--- src/rtl/genie_pkg.sv ---
// Shared widths, instruction field positions, opcodes and FSM state type for the Genie core.
package genie_pkg;

  localparam int IADDR_W = 13;
  localparam int DADDR_W = 26;
  localparam int DATA_W  = 32;
  localparam int NREG    = 16;
  localparam int RSEL_W  = 4;

  // Instruction field bit positions
  localparam int OP_HI  = 31;
  localparam int OP_LO  = 28;
  localparam int RD_HI  = 27;
  localparam int RD_LO  = 24;
  localparam int RS1_HI = 23;
  localparam int RS1_LO = 20;
  localparam int RS2_HI = 19;
  localparam int RS2_LO = 16;
  localparam int IMM_HI = 15;
  localparam int IMM_LO = 0;

  // Opcodes; 10..14 are unassigned and behave as NOP
  localparam logic [3:0] OP_NOP  = 4'd0;
  localparam logic [3:0] OP_ADDI = 4'd1;
  localparam logic [3:0] OP_ADD  = 4'd2;
  localparam logic [3:0] OP_MUL  = 4'd3;
  localparam logic [3:0] OP_MAC  = 4'd4;
  localparam logic [3:0] OP_RELU = 4'd5;
  localparam logic [3:0] OP_LD   = 4'd6;
  localparam logic [3:0] OP_ST   = 4'd7;
  localparam logic [3:0] OP_BNE  = 4'd8;
  localparam logic [3:0] OP_LUI  = 4'd9;
  localparam logic [3:0] OP_HALT = 4'd15;

  typedef enum logic [2:0] {
    S_FETCH = 3'd0,
    S_EXEC  = 3'd1,
    S_LOAD  = 3'd2,
    S_STORE = 3'd3,
    S_HALT  = 3'd4
  } state_t;

  // Sign-extend a 16-bit immediate to the data width.
  function automatic logic [DATA_W-1:0] sext16(input logic [15:0] v);
    return {{(DATA_W-16){v[15]}}, v};
  endfunction

endpackage

--- src/rtl/genie_if.sv ---
// Instruction-ROM and data-SRAM bus of the Genie core; the core is master, memories are slave.
interface genie_if;
  import genie_pkg::*;

  logic [IADDR_W-1:0] iaddr;
  logic [DATA_W-1:0]  idata;

  logic               rvalid;
  logic               rready;
  logic [DADDR_W-1:0] raddr;
  logic [DATA_W-1:0]  rdata;

  logic               wvalid;
  logic               wready;
  logic [DADDR_W-1:0] waddr;
  logic [DATA_W-1:0]  wdata;

  modport master (
    output iaddr, rvalid, raddr, wvalid, waddr, wdata,
    input  idata, rready, rdata, wready
  );

  modport slave (
    input  iaddr, rvalid, raddr, wvalid, waddr, wdata,
    output idata, rready, rdata, wready
  );

endinterface

--- src/rtl/genie_regfile.sv ---
// 16x32 register file: asynchronous reads, one synchronous write, r0 hardwired to zero.
module genie_regfile
  import genie_pkg::*;
(
  input  logic              clk,
  input  logic              rst,
  input  logic [RSEL_W-1:0] sel_a,
  output logic [DATA_W-1:0] val_a,
  input  logic [RSEL_W-1:0] sel_b,
  output logic [DATA_W-1:0] val_b,
  // Port C supplies the MAC accumulator (rd), the third operand needed in the same cycle.
  input  logic [RSEL_W-1:0] sel_c,
  output logic [DATA_W-1:0] val_c,
  input  logic              we,
  input  logic [RSEL_W-1:0] wsel,
  input  logic [DATA_W-1:0] wval
);

  logic [DATA_W-1:0] regs [NREG];

  // Clear everything on reset; writes to r0 are dropped.
  always_ff @(posedge clk) begin
    if (rst) begin
      for (int i = 0; i < NREG; i++) regs[i] <= '0;
    end else if (we && (wsel != '0)) begin
      regs[wsel] <= wval;
    end
  end

  assign val_a = (sel_a == '0) ? '0 : regs[sel_a];
  assign val_b = (sel_b == '0) ? '0 : regs[sel_b];
  assign val_c = (sel_c == '0) ? '0 : regs[sel_c];

endmodule

--- src/rtl/genie_core.sv ---
// Genie compute core: fetch/execute FSM, ALU and load/store handshake.
//
// state   | meaning
// --------+---------------------------------------------------------------
// FETCH   | iaddr=pc presented to ROM; idata is valid next cycle
// EXEC    | decode idata, ALU write-back / branch, or launch LD/ST/HALT
// LOAD    | rvalid held with raddr until rready; rdata written to rd
// STORE   | wvalid held with waddr/wdata until wready
// HALT    | terminal until reset; done=1, iaddr holds the HALT pc
module genie_core
  import genie_pkg::*;
(
  input  logic     clk,
  input  logic     rst,
  genie_if.master  bus,
  output logic     done
);

  localparam logic [IADDR_W-1:0] PC_ONE = IADDR_W'(1);

  state_t             state;
  logic [IADDR_W-1:0] pc;
  logic [RSEL_W-1:0]  ld_rd;

  logic [3:0]         f_op;
  logic [RSEL_W-1:0]  f_rd;
  logic [RSEL_W-1:0]  f_rs1;
  logic [RSEL_W-1:0]  f_rs2;
  logic [15:0]        f_imm;
  logic [DATA_W-1:0]  simm;

  logic [DATA_W-1:0]  rs1_val;
  logic [DATA_W-1:0]  rs2_val;
  logic [DATA_W-1:0]  rd_val;
  logic [DATA_W-1:0]  prod;
  logic [DATA_W-1:0]  alu_res;
  logic [DADDR_W-1:0] ea;
  logic [IADDR_W-1:0] br_target;

  logic               rf_we;
  logic [RSEL_W-1:0]  rf_wsel;
  logic [DATA_W-1:0]  rf_wval;

  assign f_op  = bus.idata[OP_HI:OP_LO];
  assign f_rd  = bus.idata[RD_HI:RD_LO];
  assign f_rs1 = bus.idata[RS1_HI:RS1_LO];
  assign f_rs2 = bus.idata[RS2_HI:RS2_LO];
  assign f_imm = bus.idata[IMM_HI:IMM_LO];
  assign simm  = sext16(f_imm);

  assign bus.iaddr = pc;

  genie_regfile u_regfile (
    .clk   (clk),
    .rst   (rst),
    .sel_a (f_rs1),
    .val_a (rs1_val),
    .sel_b (f_rs2),
    .val_b (rs2_val),
    .sel_c (f_rd),
    .val_c (rd_val),
    .we    (rf_we),
    .wsel  (rf_wsel),
    .wval  (rf_wval)
  );

  // Low 32 bits of a product are identical for signed and unsigned operands.
  assign prod      = rs1_val * rs2_val;
  assign ea        = rs1_val[DADDR_W-1:0] + simm[DADDR_W-1:0];
  assign br_target = pc + simm[IADDR_W-1:0];

  // ALU result for register-writing opcodes.
  always_comb begin
    alu_res = '0;
    case (f_op)
      OP_ADDI: alu_res = rs1_val + simm;
      OP_ADD:  alu_res = rs1_val + rs2_val;
      OP_MUL:  alu_res = prod;
      OP_MAC:  alu_res = rd_val + prod;
      OP_RELU: alu_res = rs1_val[DATA_W-1] ? '0 : rs1_val;
      OP_LUI:  alu_res = {f_imm, 16'h0000};
      default: alu_res = '0;
    endcase
  end

  // Register write-back: ALU results in EXEC, load data in the accepting LOAD cycle.
  always_comb begin
    rf_we   = 1'b0;
    rf_wsel = f_rd;
    rf_wval = alu_res;
    if (state == S_EXEC) begin
      case (f_op)
        OP_ADDI, OP_ADD, OP_MUL, OP_MAC, OP_RELU, OP_LUI: rf_we = 1'b1;
        default: rf_we = 1'b0;
      endcase
    end else if ((state == S_LOAD) && bus.rready) begin
      rf_we   = 1'b1;
      rf_wsel = ld_rd;
      rf_wval = bus.rdata;
    end
  end

  // Main sequencer with registered bus outputs and done flag.
  always_ff @(posedge clk) begin
    if (rst) begin
      state      <= S_FETCH;
      pc         <= '0;
      ld_rd      <= '0;
      bus.rvalid <= 1'b0;
      bus.raddr  <= '0;
      bus.wvalid <= 1'b0;
      bus.waddr  <= '0;
      bus.wdata  <= '0;
      done       <= 1'b0;
    end else begin
      case (state)
        S_FETCH: state <= S_EXEC;

        S_EXEC: begin
          ld_rd <= f_rd;
          case (f_op)
            OP_LD: begin
              bus.rvalid <= 1'b1;
              bus.raddr  <= ea;
              state      <= S_LOAD;
            end
            OP_ST: begin
              bus.wvalid <= 1'b1;
              bus.waddr  <= ea;
              bus.wdata  <= rs2_val;
              state      <= S_STORE;
            end
            OP_BNE: begin
              pc    <= (rs1_val != rs2_val) ? br_target : pc + PC_ONE;
              state <= S_FETCH;
            end
            OP_HALT: begin
              done  <= 1'b1;
              state <= S_HALT;
            end
            default: begin
              pc    <= pc + PC_ONE;
              state <= S_FETCH;
            end
          endcase
        end

        S_LOAD: begin
          if (bus.rready) begin
            bus.rvalid <= 1'b0;
            pc         <= pc + PC_ONE;
            state      <= S_FETCH;
          end
        end

        S_STORE: begin
          if (bus.wready) begin
            bus.wvalid <= 1'b0;
            pc         <= pc + PC_ONE;
            state      <= S_FETCH;
          end
        end

        S_HALT: state <= S_HALT;

        default: state <= S_FETCH;
      endcase
    end
  end

endmodule

--- src/flat_wrapper.sv ---
// flat-port wrapper written by rule: the top's interface ports become plain ports
module genie_core_flat import genie_pkg::*;
  (clk, rst, done, bus_iaddr, bus_rvalid, bus_raddr, bus_wvalid, bus_waddr, bus_wdata, bus_idata, bus_rready, bus_rdata, bus_wready);
  genie_if bus_i ();
  input  logic clk;
  input  logic rst;
  output logic done;
  output wire logic [$bits(bus_i.iaddr)-1:0] bus_iaddr;
  output wire logic [$bits(bus_i.rvalid)-1:0] bus_rvalid;
  output wire logic [$bits(bus_i.raddr)-1:0] bus_raddr;
  output wire logic [$bits(bus_i.wvalid)-1:0] bus_wvalid;
  output wire logic [$bits(bus_i.waddr)-1:0] bus_waddr;
  output wire logic [$bits(bus_i.wdata)-1:0] bus_wdata;
  input wire logic [$bits(bus_i.idata)-1:0] bus_idata;
  input wire logic [$bits(bus_i.rready)-1:0] bus_rready;
  input wire logic [$bits(bus_i.rdata)-1:0] bus_rdata;
  input wire logic [$bits(bus_i.wready)-1:0] bus_wready;
  assign bus_iaddr = bus_i.iaddr;
  assign bus_rvalid = bus_i.rvalid;
  assign bus_raddr = bus_i.raddr;
  assign bus_wvalid = bus_i.wvalid;
  assign bus_waddr = bus_i.waddr;
  assign bus_wdata = bus_i.wdata;
  assign bus_i.idata = bus_idata;
  assign bus_i.rready = bus_rready;
  assign bus_i.rdata = bus_rdata;
  assign bus_i.wready = bus_wready;
  genie_core u_core (.clk(clk), .rst(rst), .bus(bus_i), .done(done));
endmodule
--- config.mk ---
export PLATFORM = sky130hd
export DESIGN_NAME = genie_core_flat
export DESIGN_NICKNAME = d
export VERILOG_FILES = /design/src/rtl/genie_pkg.sv /design/src/rtl/genie_if.sv /design/src/rtl/genie_regfile.sv /design/src/rtl/genie_core.sv /design/src/flat_wrapper.sv
export SDC_FILE = /design/constraint.sdc
export NUM_CORES = 2
export LEC_CHECK = 0
export ABC_CLOCK_PERIOD_IN_PS = 26800
export BUFFER_PORTS_ARGS = -buffer_cell sky130_fd_sc_hd__buf_4
export CAP_MARGIN = 20
export CORE_MARGIN = 1.5
export CORE_UTILIZATION = 30
export DETAILED_ROUTE_END_ITERATION = 8
export HOLD_SLACK_MARGIN = 0.08
export PLACE_DENSITY_LB_ADDON = 0.1
export SLEW_MARGIN = 5
export SYNTH_ARGS = -nofsm -noshare
export SYNTH_HDL_FRONTEND = slang
export SYNTH_HIERARCHICAL = 1
export SYNTH_SLANG_ARGS = --single-unit
export TNS_END_PERCENT = 1
--- constraint.sdc ---
create_clock -name clk -period 26.8 [get_ports clk]
set_clock_uncertainty 0.2 [all_clocks]
set_input_delay 1.34 -clock clk [delete_from_list [all_inputs] [get_ports clk]]
set_output_delay 1.34 -clock clk [all_outputs]
set_load 0.01 [all_outputs]
Word-level counts from Yosys, hierarchy flattened

Memories as Yosys holds them, arrays and structs flattened.
Cells that the tools add are included.
Widths: inputs -> output; s select.

Add/sub/neg operators: 6
Multipliers: 1
Equal/unequal tests: 20
Mux-type cells: 35
Reductions and logical operators: 20

Operators by type and width:

| operator              | count |
|---|---|
| $mux 32               | 6 |
| $pmux 32 s6           | 1 |
| $add 32x32->32        | 3 |
| $mux 13               | 3 |
| $pmux 13 s3           | 1 |
| $mul 32x32->32        | 1 |
| $ne 32x32->1          | 1 |
| $reduce_or 32->1      | 1 |
| $mux 31               | 1 |
| $add 26x26->26        | 1 |
| $pmux 13 s2           | 1 |
| $eq 4x3->1 const B    | 4 |
| $pmux 3 s5            | 1 |
| $add 13x1->13 const B | 1 |
| $add 13x13->13        | 1 |
| $mux 1                | 13 |
| $eq 4x4->1 const B    | 3 |
| $logic_not 4->1       | 3 |
| $mux 4                | 3 |
| $ne 2x2->1 const B    | 5 |
| $pmux 3 s3            | 1 |
| $eq 4x2->1 const B    | 2 |
| $reduce_and 2->1      | 4 |
| $eq 3x2->1 const B    | 2 |
| other kinds (14)      | 19 |

Register bits: 107
RAM bits: 512
Output and inout port bits: 100
Word-level logic and storage cells: 92
Memories: 1

Memories:

| memory                | words | bits a word | rd ports | clocked after memory_dff | write ports | line                | source |
|---|---|---|---|---|---|---|---|
| u_core.u_regfile.regs | 16    | 32          | 3        | 0                        | 16          | genie_regfile.sv:19 | `logic [DATA_W-1:0] regs [NREG];` |

Depth between registers and ports, before layout

Depth after elaboration: 11
Mapped depth: 46
Depth with buffers taken out: 40

Hierarchy

The synthesis kept the hierarchy.

By module, submodules not included:

| module        | times used | cells an instance | area an instance (sq um) |
|---|---|---|---|
| genie_regfile | 1          | 2212              | 29214.3 |
| genie_core    | 1          | 3220              | 26161.3 |

Least setup slack after synthesis

OpenSTA, ideal clock, no wires.

Path type: input port to flip-flop
Start point: input port bus_idata[21]
End point: memory u_core.u_regfile.regs[10][28], data pin
Arrival time: 10.582 ns
Required time: 26.345 ns
Path slack: 15.763 ns
Cell stages on the path: 43
Path through: buf_2 -> buf_6 -> buf_2 -> mux2i_1 -> nor2_1 -> a2111oi_0 -> nor2_1 -> clkbuf_1 -> and2_1 -> fa_1 -> inv_1 -> fa_1 -> fa_1 -> fa_1 -> inv_1 -> ha_1 -> ha_1 -> fa_1 -> [7 not listed] -> a21oi_1 -> o21ai_1 -> xor2_1 -> ha_1 -> clkbuf_1 -> a21o_1 -> a21o_1 -> a21oi_1 -> o21ai_0 -> a21oi_1 -> nor2b_1 -> o31ai_2 -> o21bai_1 -> mux2i_1 -> a311oi_1 -> a31oi_1 -> clkbuf_1 -> and2_1

RTL lines:

| item        | line                | source |
|---|---|---|
| from (decl) | flat_wrapper.sv:14  | `input wire logic [$bits(bus_i.idata)-1:0] bus_idata;` |
| to (decl)   | genie_regfile.sv:19 |  |

==> impl_metrics.tcl <==
set metrics [dict create \
    max-cap-violations 0 \
    hold_path_class "reg2reg" \
    grt_overflow 0 \
    dieHeight_microns 432.6 \
    end_kind "flop" \
    grt_pass1_wl_mm 342.3 \
    startpoint_type "input port" \
    top_layer_used "met5" \
    tritoncts "done" \
    grt_max_degree 86 \
    status "finished clean" \
    worstSkewPairLatency_ns 0.72 \
    final_common_cell "and2_1" \
    synth_flop_cell "edfxtp_1" \
    synthCells 5432 \
    crit_buf_inv 10 \
    drt-met1-wl_mm 106.2 \
    relSlewSlack 0.2222 \
    drt_wl_total_mm 242.4 \
    rows 157 \
    layout_common_cells "755 x and2_1, 543 x nand2_1, 481 x edfxtp_1" \
    drc 0 \
    synth-async-reset-ratio 0 \
    met2_length_mm 114.8 \
    cts_max_level 3 \
    clk_pin_slew_ns 0.06 \
    synth-seq-area-share 0.2995 \
    worstMarginPinSlew_ns 1.164 \
    r2r-start "u_core/u_regfile/regs[14][5]" \
    met3_length_mm 11.78 \
    reg2reg_slack_ns 15.35 \
    post_cts_buffers 0 \
    coreArea_sq_mm 0.1833 \
    cts_buffers 76 \
    drtAntennaViolNets 0 \
    die_x_microns 432.6 \
    die_area_sq_mm 0.1872 \
    filler_cell_count 18550 \
    critPathMaxFanout 77 \
    via_per_inst 5.411 \
    yosys_warnings 6 \
    finalSetupTns_ns 0 \
    drive_above_1_share 0.1467 \
    synth_cell_type_count 85 \
    syn_avg_cell_area_sq_um 10.19 \
    synth_seq_cells 588 \
    rr_endpoint "u_core/u_regfile/regs[14][30]" \
    firstDrtPassIters 6 \
    wire_per_inst_microns 30.38 \
    place.detailed.hpwl_mm 161.8 \
    clk_path_buf_depth 3 \
    crit_top_cell "fa_1" \
    cts_resized 0 \
    grt_pass1_vias 44280 \
    drv_slew 0 \
    route.vias.total 43170 \
    cpPeakStageDelay_ns 0.87 \
    drt_iter0_drc 3635 \
    cp_slowest_cell "nor2_4" \
    syn_area_sq_mm 0.05538 \
    io_pins 168 \
    antenna_found_initial 19 \
    final-setup-viol-count 0 \
    arrival_ns 14.01 \
    num-nets-final 6166 \
    clock.fmax_mhz 73.25 \
    min_period_ns 13.65 \
    critical_path_required_ns 27.16 \
    path_class "in2reg" \
    finalHoldViolCount 0 \
    crit_family "adder cells" \
    synth_edf_count 481 \
    area_growth_pct 12.33 \
    seq_area_sq_mm 0.01659 \
    whs_endpoint "u_core/bus.waddr[10]" \
    clock-sinks 588 \
    multi_input_area_sq_mm 0.03582 \
    clock-root-buffer "clkbuf_16" \
    min_period_over_period 0.5094 \
    worst-r2r-cell-count 36 \
    syn_nets 6151 \
    rsz0062_at_grt "no" \
    whs_path_depth 2 \
    io_buffers 167 \
    worstHoldStart "u_core/bus.waddr[10]" \
    hold_buffers 0 \
    globalplace.congestion 0.8646 \
    start_util 0.3021 \
    grtUsageTotal 0.2575 \
]
## stage by stage
step,util,hold slack [ns],setup slack (ns),cells,instance area (sq um)
floorplan,-,0.2366,15.76,5432,55380
detailed placement,0.3257,0.2470,12.25,7831,59690
global placement,0.3255,0.2429,12.27,7826,59650
global route,0.3393,0.2695,12.51,7973,62190
finish,0.3394,0.2551,13.15,7977,62200
CTS,0.3393,0.2549,12.93,7970,62180
## cell families after synthesis
kind of cell,after synthesis,share of synthesized area
xor+xnor,180,0.02874
mux,538,0.1422
simple gates,1783,0.1647
fa+ha+maj,651,0.2029
other cells,1,0.00006772
flops,588,0.2995
buf+inv,839,0.06087
compound gates,852,0.1010
## worst max-delay path by stage
stage                                         end  cells after the start  slack [ns]          start
floorplan           u_core/u_regfile/regs[10][28]                     43       15.76  bus_idata[21]
CTS                 u_core/u_regfile/regs[15][28]                     39       12.93  bus_idata[21]
finish              u_core/u_regfile/regs[14][30]                     39       13.15  bus_idata[21]
global route        u_core/u_regfile/regs[14][30]                     39       12.51  bus_idata[21]
global placement     u_core/u_regfile/regs[7][28]                     38       12.27  bus_idata[21]
detailed placement  u_core/u_regfile/regs[15][28]                     39       12.25  bus_idata[21]
## per-layer routing
| layer | up-vias | track usage |
|---|---|---|
| met1 | 22390 | 0.3450 |
| met5 | - | 0 |
| li1 | 18890 | - |
| met3 | 372 | 0.02851 |
| met4 | 2 | 0.09738 |
| met2 | 1505 | 0.4262 |
## final cells by class
cell class | instances | area share
Multi-Input combinational cell | 4005 | 0.5759
Sequential cell | 588 | 0.2666
Tap cell | 2464 | 0.04956
Timing Repair Buffer | 336 | 0.04123
Clock buffer | 94 | 0.03285
Inverter | 440 | 0.02655
Clock inverter | 45 | 0.007100
Antenna cell | 5 | 0.0002011
## state kept, by name, indices dropped and copies added (netlist names)
register,count
u_core/state,3
u_core/bus.wvalid,1
u_core/u_regfile/regs,481
u_core/bus.iaddr,13
u_core/ld_rd,4
u_core/bus.wdata,32
u_core/bus.rvalid,1
u_core/bus.waddr,26
u_core/done,1
u_core/bus.raddr,26
## Yosys cell counts, types with 131 or more instances
cell	count	area share
edfxtp_1	481	0.26
nand2_1	547	0.037
fa_1	412	0.15
clkbuf_1	299	0.020
and2_1	757	0.086
ha_1	239	0.054
nor2_1	262	0.018
mux2i_1	293	0.053
a21oi_1	268	0.024
inv_1	440	0.030
xnor2_1	131	0.021
mux4_2	194	0.079
## worst register-to-register path: cells and delay by family (launching register included)
kind            cells  cell delay (ns)
flops               1             0.42
xor+xnor            1             0.40
simple gates        6             1.34
compound gates     11             2.77
fa+ha+maj          10             4.79
buf+inv             7             0.93
mux                 1             0.49
Power is not shown: default switching activity piles up to over one toggle a cycle in this logic, so the estimate is an artifact.
